`config.mk`:
```
export PLATFORM = sky130hd
export DESIGN_NAME = accel_cursor
export DESIGN_NICKNAME = d
export VERILOG_FILES = /design/src/rtl/accel_cursor.sv
export SDC_FILE = /design/constraint.sdc
export NUM_CORES = 1
export LEC_CHECK = 0
export ABC_AREA = 0
export CAP_MARGIN = 20
export CORE_MARGIN = 2
export CORE_UTILIZATION = 45
export CTS_CLUSTER_DIAMETER = 80
export DETAILED_ROUTE_END_ITERATION = 8
export PLACE_DENSITY = 0.68
export SLEW_MARGIN = 20
export SYNTH_ARGS = -nofsm -noshare
export SYNTH_HDL_FRONTEND = slang
export SYNTH_SLANG_ARGS = --single-unit
```
`constraint.sdc`:
```
create_clock -name clk -period 2.3 [get_ports clk]
set_clock_uncertainty 0.15 [all_clocks]
set_input_delay 0.345 -clock clk [delete_from_list [all_inputs] [get_ports clk]]
set_output_delay 0.345 -clock clk [all_outputs]
set_load 0.005 [all_outputs]
```
`src/rtl/accel_cursor.sv`:
```
// Two-axis grid cursor stepped by held accelerometer tilt samples, with dead-zone, wrap/clamp edges,
// stale-stream lockout and recenter.  Latency: one cycle from divider tick (or center) to new cursor.
// Backpressure: none; samples are taken whenever data_valid strobes and are never stalled.
//
// Ports: clk, reset_n (sync, active-low), en (freezes divider and cursor when low), center (recenter),
//        data_valid/data_x/data_y (sample strobe and signed tilt), cur_col/cur_row (cursor),
//        moved (one-cycle pulse on a coordinate change), stale (sample stream is stale).
// Optional feature: define ACCEL_CURSOR_FAST_EN for a 2-cell step when |tilt| > FAST_THRESH.
module accel_cursor #(
    parameter int COLS        = 40,
    parameter int ROWS        = 30,
    parameter int COL_W       = 6,
    parameter int ROW_W       = 5,
    parameter int DEADZONE    = 100,
    parameter int STEP_DIV    = 50000,
    parameter int WRAP        = 1,
    parameter int INV_X       = 1,
    parameter int INV_Y       = 0,
    parameter int STALE_TICKS = 8,
    parameter int FAST_THRESH = 400
) (
    input  logic             clk,
    input  logic             reset_n,
    input  logic             en,
    input  logic             center,
    input  logic             data_valid,
    input  logic [15:0]      data_x,
    input  logic [15:0]      data_y,
    output logic [COL_W-1:0] cur_col,
    output logic [ROW_W-1:0] cur_row,
    output logic             moved,
    output logic             stale
);

`ifdef ACCEL_CURSOR_FAST_EN
    localparam bit FAST_EN = 1'b1;
`else
    localparam bit FAST_EN = 1'b0;
`endif

    localparam int DIV_W = $clog2(STEP_DIV);
    localparam int STC_W = $clog2(STALE_TICKS + 1);

    logic [DIV_W-1:0] div_cnt;
    logic [STC_W-1:0] stale_cnt;
    logic [15:0]      hx;
    logic [15:0]      hy;
    logic             tick;
    logic [COL_W-1:0] nxt_col;
    logic [ROW_W-1:0] nxt_row;

    // |v| with the most negative code saturated so it cannot wrap back to negative.
    function automatic int magnitude(input logic [15:0] v);
        logic [15:0] neg;
        neg = ~v + 16'd1;
        if (v == 16'h8000) begin
            return 32767;
        end else if (v[15]) begin
            return {16'd0, neg};
        end else begin
            return {16'd0, v};
        end
    endfunction

    // New position along one axis; the step is at most 2 and N >= 2, so a single
    // correction is enough for both wrap and clamp.
    function automatic int step_axis(input int pos, input logic [15:0] v, input bit inv, input int n);
        int m;
        int amt;
        int p;
        m   = magnitude(v);
        amt = (FAST_EN && (m > FAST_THRESH)) ? 2 : 1;
        p   = pos;
        if (m > DEADZONE) begin
            if ((~v[15]) ^ inv) begin
                p = pos + amt;
                if (p >= n) begin
                    p = (WRAP != 0) ? p - n : n - 1;
                end
            end else begin
                p = pos - amt;
                if (p < 0) begin
                    p = (WRAP != 0) ? p + n : 0;
                end
            end
        end
        return p;
    endfunction

    assign tick = en && (div_cnt == DIV_W'(STEP_DIV - 1));

    always_comb begin
        nxt_col = COL_W'(step_axis(int'(cur_col), hx, INV_X != 0, COLS));
        nxt_row = ROW_W'(step_axis(int'(cur_row), hy, INV_Y != 0, ROWS));
    end

    always_ff @(posedge clk) begin
        if (!reset_n) begin
            cur_col   <= '0;
            cur_row   <= '0;
            moved     <= 1'b0;
            stale     <= 1'b1;
            hx        <= '0;
            hy        <= '0;
            div_cnt   <= '0;
            stale_cnt <= '0;
        end else begin
            // A sample on a tick cycle clears the stale count instead of advancing it;
            // the step itself still uses the previously held values.
            if (data_valid) begin
                hx        <= data_x;
                hy        <= data_y;
                stale_cnt <= '0;
                stale     <= 1'b0;
            end else if (tick) begin
                if (stale_cnt != STC_W'(STALE_TICKS)) begin
                    stale_cnt <= stale_cnt + 1'b1;
                end
                if (stale_cnt >= STC_W'(STALE_TICKS - 1)) begin
                    stale <= 1'b1;
                end
            end

            if (center) begin
                cur_col <= COL_W'(COLS / 2);
                cur_row <= ROW_W'(ROWS / 2);
                div_cnt <= '0;
                moved   <= 1'b0;
            end else begin
                if (en) begin
                    div_cnt <= tick ? '0 : div_cnt + 1'b1;
                end
                moved <= 1'b0;
                // Movement is gated by the stale flag as it stood before this tick.
                if (tick && !stale) begin
                    cur_col <= nxt_col;
                    cur_row <= nxt_row;
                    moved   <= (nxt_col != cur_col) || (nxt_row != cur_row);
                end
            end
        end
    end

endmodule

```
-- After elaboration in Yosys (flattened, before gate mapping)
Cells that the tools add are included.
- add/sub/neg operators: 12
- divide/modulo/power cells: 0
- bitwise operators: 4
- shift-type cells: 0
- multiplexer cells: 20
- magnitude comparators: 7
- reduce and logical (&&, ||, !) cells: 12
- equal/unequal tests: 6
- $mul: 0
- operators with widths (operator ; number):
    greater-than comparator 32 x 8 -> 1 bit, second input constant ; 2
    two-way mux 16 bit ; 4
    adder 16 x 1 -> 16 bit, second input constant ; 3
    equality test 16 bit, second input constant ; 3
    two-way mux 32 bit ; 1
    NOT 16 bit ; 2
    two-way mux 5 bit ; 6
    two-way mux 6 bit ; 4
    two-way mux 4 bit ; 2
    adder 6 x 1 -> 7 bit, second input constant ; 1
    greater-or-equal comparator 7 x 6 -> 1 bit, second input constant ; 1
    less-than comparator 7 x 1 -> 1 bit, second input constant ; 1
    subtractor 6 x 1 -> 7 bit, second input constant ; 1
    adder 5 x 1 -> 6 bit, second input constant ; 1
    adder 6 bit, second input constant ; 1
    greater-or-equal comparator 6 x 5 -> 1 bit, second input constant ; 1
    less-than comparator 6 x 1 -> 1 bit, second input constant ; 1
    != test 6 bit ; 1
    nonzero test 2 bit ; 3
    subtractor 5 x 1 -> 6 bit, second input constant ; 1
    subtractor 6 bit, second input constant ; 1
    adder 5 x 2 -> 5 bit, second input constant ; 1
    != test 5 bit ; 1
    subtractor 5 bit, second input constant ; 1
    other kinds (11) ; 17
- output and inout port bits: 13
- memories: 0
- latch bits: 0
- logic and storage cells: 71
- memory bits (writable): 0
- bits in read-only memories: 0
- bits in registers: 65
- input bits: 37

-- Logic depth before layout (Yosys ltp)
- depth after elaboration: 8
- depth in mapped cells: 11
- mapped depth without buffers: 11

-- Worst setup path before layout
Ideal clock, no wire load.
- path type: flip-flop to flip-flop
- start: register cur_col[2]
- end: register cur_col[4]
- path slack: -0.068 ns
- buffers on the path: 1
- stages on the path, launching flop included: 11
- data required time: 2.024 ns
- clock period less this slack: 2.368 ns
- library setup time: 0.126 ns
- arrival: 2.092 ns
- cell sequence: dfxtp_1 > clkbuf_1 > nand3_1 > xor2_1 > ha_1 > nor3_1 > nor2_1 > o31a_1 > mux2i_1 > a21oi_1 > a31oi_1
- cells in the longest elaborated chain, start to end: 7
- elaborated cells on any way between the ends: 12
- those cells by class: 4 x add/sub; 2 x order compare; 6 x mux
- ends and longest elaborated chain (what ; line ; text):
    start: declaration ; 29 ; output logic [COL_W-1:0] cur_col,
    start signal: assignment ; 125 ; cur_col <= COL_W'(COLS / 2);
    start signal: assignment ; 136 ; cur_col <= nxt_col;
    subtractor 6 x 1 -> 7 bit / adder 6 x 1 -> 7 bit (equally long branches) ; 81, 76 ;
    adder 6 bit, or another cell as far along ; 83 ; p = (WRAP != 0) ? p + n : 0;
    two-way mux 6 bit (on tied branches) ; 82, 77 ;
    two-way mux 6 bit * ; 75 ; if ((~v[15]) ^ inv) begin
    two-way mux 6 bit * ; 74 ; if (m > DEADZONE) begin
    two-way mux 5 bit * ; 135 ; if (tick && !stale) begin
    two-way mux 5 bit * ; 124 ; if (center) begin
Mark *: on every way between the ends. The rest lies on a longest branch, timed or not. The select of a mux whose other input is x is not followed.
A chain may end at the register's enable or synchronous reset.

-- Worst setup path after layout
- start: register cur_col[1]
- end: register cur_col[3]
- cells in the longest elaborated chain, start to end: 5
- elaborated cells on any way between the ends: 10
- those cells by class: 4 x add/sub; 2 x order compare; 4 x mux
- ends and longest elaborated chain (what ; line):
    subtractor 6 x 1 -> 7 bit / adder 6 x 1 -> 7 bit (equally long branches) ; 81, 76
    adder 6 bit, or another cell as far along ; 83
    two-way mux 6 bit (on tied branches) ; 82, 77
    two-way mux 6 bit * ; 75
    two-way mux 6 bit * ; 74
Mark *: on every way between the ends. The rest lies on a longest branch, timed or not.

==> out/metrics.yaml <==
yosys:
  synth_top_family_by_area: "simple AND/OR/NAND/NOR gates"
  synth-main-ff-cell: "dfxtp_1"
  synth-seq-cells: 65
  synth-compound-area-share: 0.1691
  syn_inst: 492
  synth-edff-count: 0
  postSynthAreaPerCell_um2: 8.390
  synth_cell_types: 72
  async_flop_share: 0
  muxShareOfSynthArea: 0.1119
  yosysWarnings: 0
  syn_nets: 544
  netlist_area_mm2: 0.004128
  synthSimpleGateAreaFrac: 0.2549
  synthAdderAreaFrac: 0.04789
  ys_seq_area_frac: 0.3152
  yosys.area_share.xor_xnor: 0.05729
global_routing:
  grt_pass1_wl_mm: 17.28
  grt_max_degree: 41
  grt_overflow_total: 0
  antenna_found_initial: 0
  track_usage: 0.2092
  grt_pass1_vias: 3805
place:
  dp_slack_ns: -0.1697
  dpl_cell_area_mm2: 0.005107
  place_inst: 684
  place_congestion: 0.8523
  dpl.hpwl_mm: 7.231
  numPortBuffers: 49
clocking:
  clkTransAtPathRegs_ns: 0.08
  h-tree-depth: 3
  clock_path_buffers: 2
  cts_num_sinks: 65
  cts_inserted_buffers: 9
  root_buffer: "clkbuf_8"
  cts_tree: "done"
  clock_latency_ns: 0.34
power:
  ir_drop_v: 0.0003188
  seqPwrFrac: 0.436
  p_int_uw: 2014
  p_clk_frac: 0.335
  p_switching_uw: 793.8
  leakage_uw: 0.002249
  p_per_area_mw_per_mm2: 503.5
  pwr-share-comb: 0.229
  switching_share: 0.2827
sta:
  setup_viol: 0
  fin_setup_tns_ns: 0
  slew_headroom: 0.6457
  report.final.slew_viol_count: 0
  fin_crit_ns: 2.231
  worst_slew_pin_slew_ns: 0.5304
  fmax_mhz: 448.2
  final_hold_viol_count: 0
  layout_setup_ws_ns: 0.06866
  period_share: 0.9701
  rsz0062_at_grt: "yes"
route:
  drc: 0
  drt_pass1_iterations: 5
  ant_nets: 0
  vias: 3863
  drt_iter0_drc: 148
  wirelength_mm: 10.15
  viasPerCell: 5.487
  routedWlPerCell_um: 14.42
layout:
  mostFrequentLayoutCell: "buf_4"
  antennaDiodeCount: 0
  fillers: 724
  seqCellArea_mm2: 0.001315
  fin_area_mm2: 0.005577
  multi_input_area_mm2: 0.002880
  syn2layout_area_growth_pct: 35.10
  final_cell_mix: "61 x buf_4, 54 x dfxtp_1, 48 x clkdlybuf4s50_1, 47 x nor2_1, 45 x mux2i_1"
  drive_gt1_frac: 0.2366
  finalNonFillerCells: 704
  nNetsFinal: 644
setup_path:
  critPathCaptureType: "flip-flop"
  crit_type: "reg2reg"
  worst-r2r-setup-slack_ns: 0.07
  cp_data_arrival_time_ns: 2.31
  required_ns: 2.38
  cp-start-kind: "flip-flop"
  worstPathMaxFanout: 4
die:
  dieArea_mm2: 0.009955
  die_w_um: 99.78
  num_rows: 34
  io_pins: 50
  start_util: 0.4687
  core_mm2: 0.008806
  fp.dieH_um: 99.78
run_status:
  outcome: "finished clean"
run:
  drv_cap: 0
min_path:
  hp-class: "reg2reg"
-- registers in the layout, summed over array words and instances (netlist names) --
| signal | count |
|---|---|
| cur_row | 5 |
| stale | 1 |
| stale_cnt | 4 |
| cur_col | 6 |
| div_cnt | 16 |
| hx | 16 |
| hy | 16 |
| moved | 1 |
-- what timing repair did --
item                                    4_1_cts  5_1_grt
setup buffers                                 1        4
pin swaps                                     4       15
gates resized for setup                      13       50
hold buffers                                  0        0
endpoints found under the setup margin       11       12
-- kinds of logic after synthesis --
| logic type | Yosys count |
|---|---|
| AO/OA/AOI/OAI | 95 |
| XOR/XNOR | 27 |
| multiplexers | 46 |
| AND/OR/NAND/NOR | 197 |
| buffers and inverters | 46 |
| flip-flops | 65 |
| adder cells (fa/ha/maj) | 16 |
-- routing by layer --
metal | share of wire | track usage | vias to the layer above
li1 | - | - | 1945
met1 | 0.47 | 0.2755 | 1798
met2 | 0.47 | 0.3514 | 103
met3 | 0.042 | 0.02994 | 17
met4 | 0.018 | 0.07376 | 0
met5 | 0 | 0 | -
-- critical path, cell delays in order, from the launching register on --
cell and delay, ns:
dfxtp_2 0.38, buf_4 0.14, nand3_2 0.13, xor2_4 0.23
ha_4 0.19, inv_2 0.08, a2bb2oi_1 0.20, a2bb2o_1 0.30
o21ai_1 0.13, a211o_1 0.14, mux2i_1 0.06
-- cell usage after synthesis, drive strengths merged (14+ instances only) --
master  instances  area (um^2)
nor2b          38        237.7
inv            23        86.33
xnor2          14        122.6
nand2          31        116.4
o21ai          19        95.09
nand3          16        80.08
nor2           49        186.4
dfxtp          65         1301
ha             15        187.7
nor3           15        91.34
clkbuf         20        76.32
a21oi          17        88.84
mux2i          45        450.4
-- power groups by stage --
stage          combinational, uW  sequential, uW  clock (uW)
6_report                     644            1220         940
5_1_grt                      706            1230        1010
4_1_cts                      596            1220         958
3_5_place_dp                 576            1240           0
3_3_place_gp                 560            1240           0
2_1_floorplan                354            1240           0
-- stage by stage --
| step | hold WS [ns] | power [uW] | utilization |
|---|---|---|---|
| after global routing | 0.4114 | 2953 | 0.6333 |
| after CTS | 0.3517 | 2773 | 0.6077 |
| after global placement | 0.3310 | 1802 | 0.5800 |
| final | 0.3559 | 2808 | 0.6333 |
| after floorplan | 0.3121 | 1591 | - |
| after detailed placement | 0.3406 | 1820 | 0.5800 |
-- final cells by class --
cell class              instances  share of cell area
clock buffers                  10             0.02289
clock inverters                 5             0.01032
inverters                      23             0.01548
multi-input cells             381              0.5165
flip-flops and latches         65              0.2358
well taps                     108             0.02423
repair buffers                112              0.1748
-- path summary, 6_finish.rpt --
path | depth (start not counted) | endpoint | start
max | 10 | cur_col[3] | cur_col[1]
min | 2 | div_cnt[1] | div_cnt[1]
max reg2reg | 10 | cur_col[3] | cur_col[1]
min reg2reg | 2 | div_cnt[1] | div_cnt[1]
Note: power is estimated with default switching activity, not from simulation.
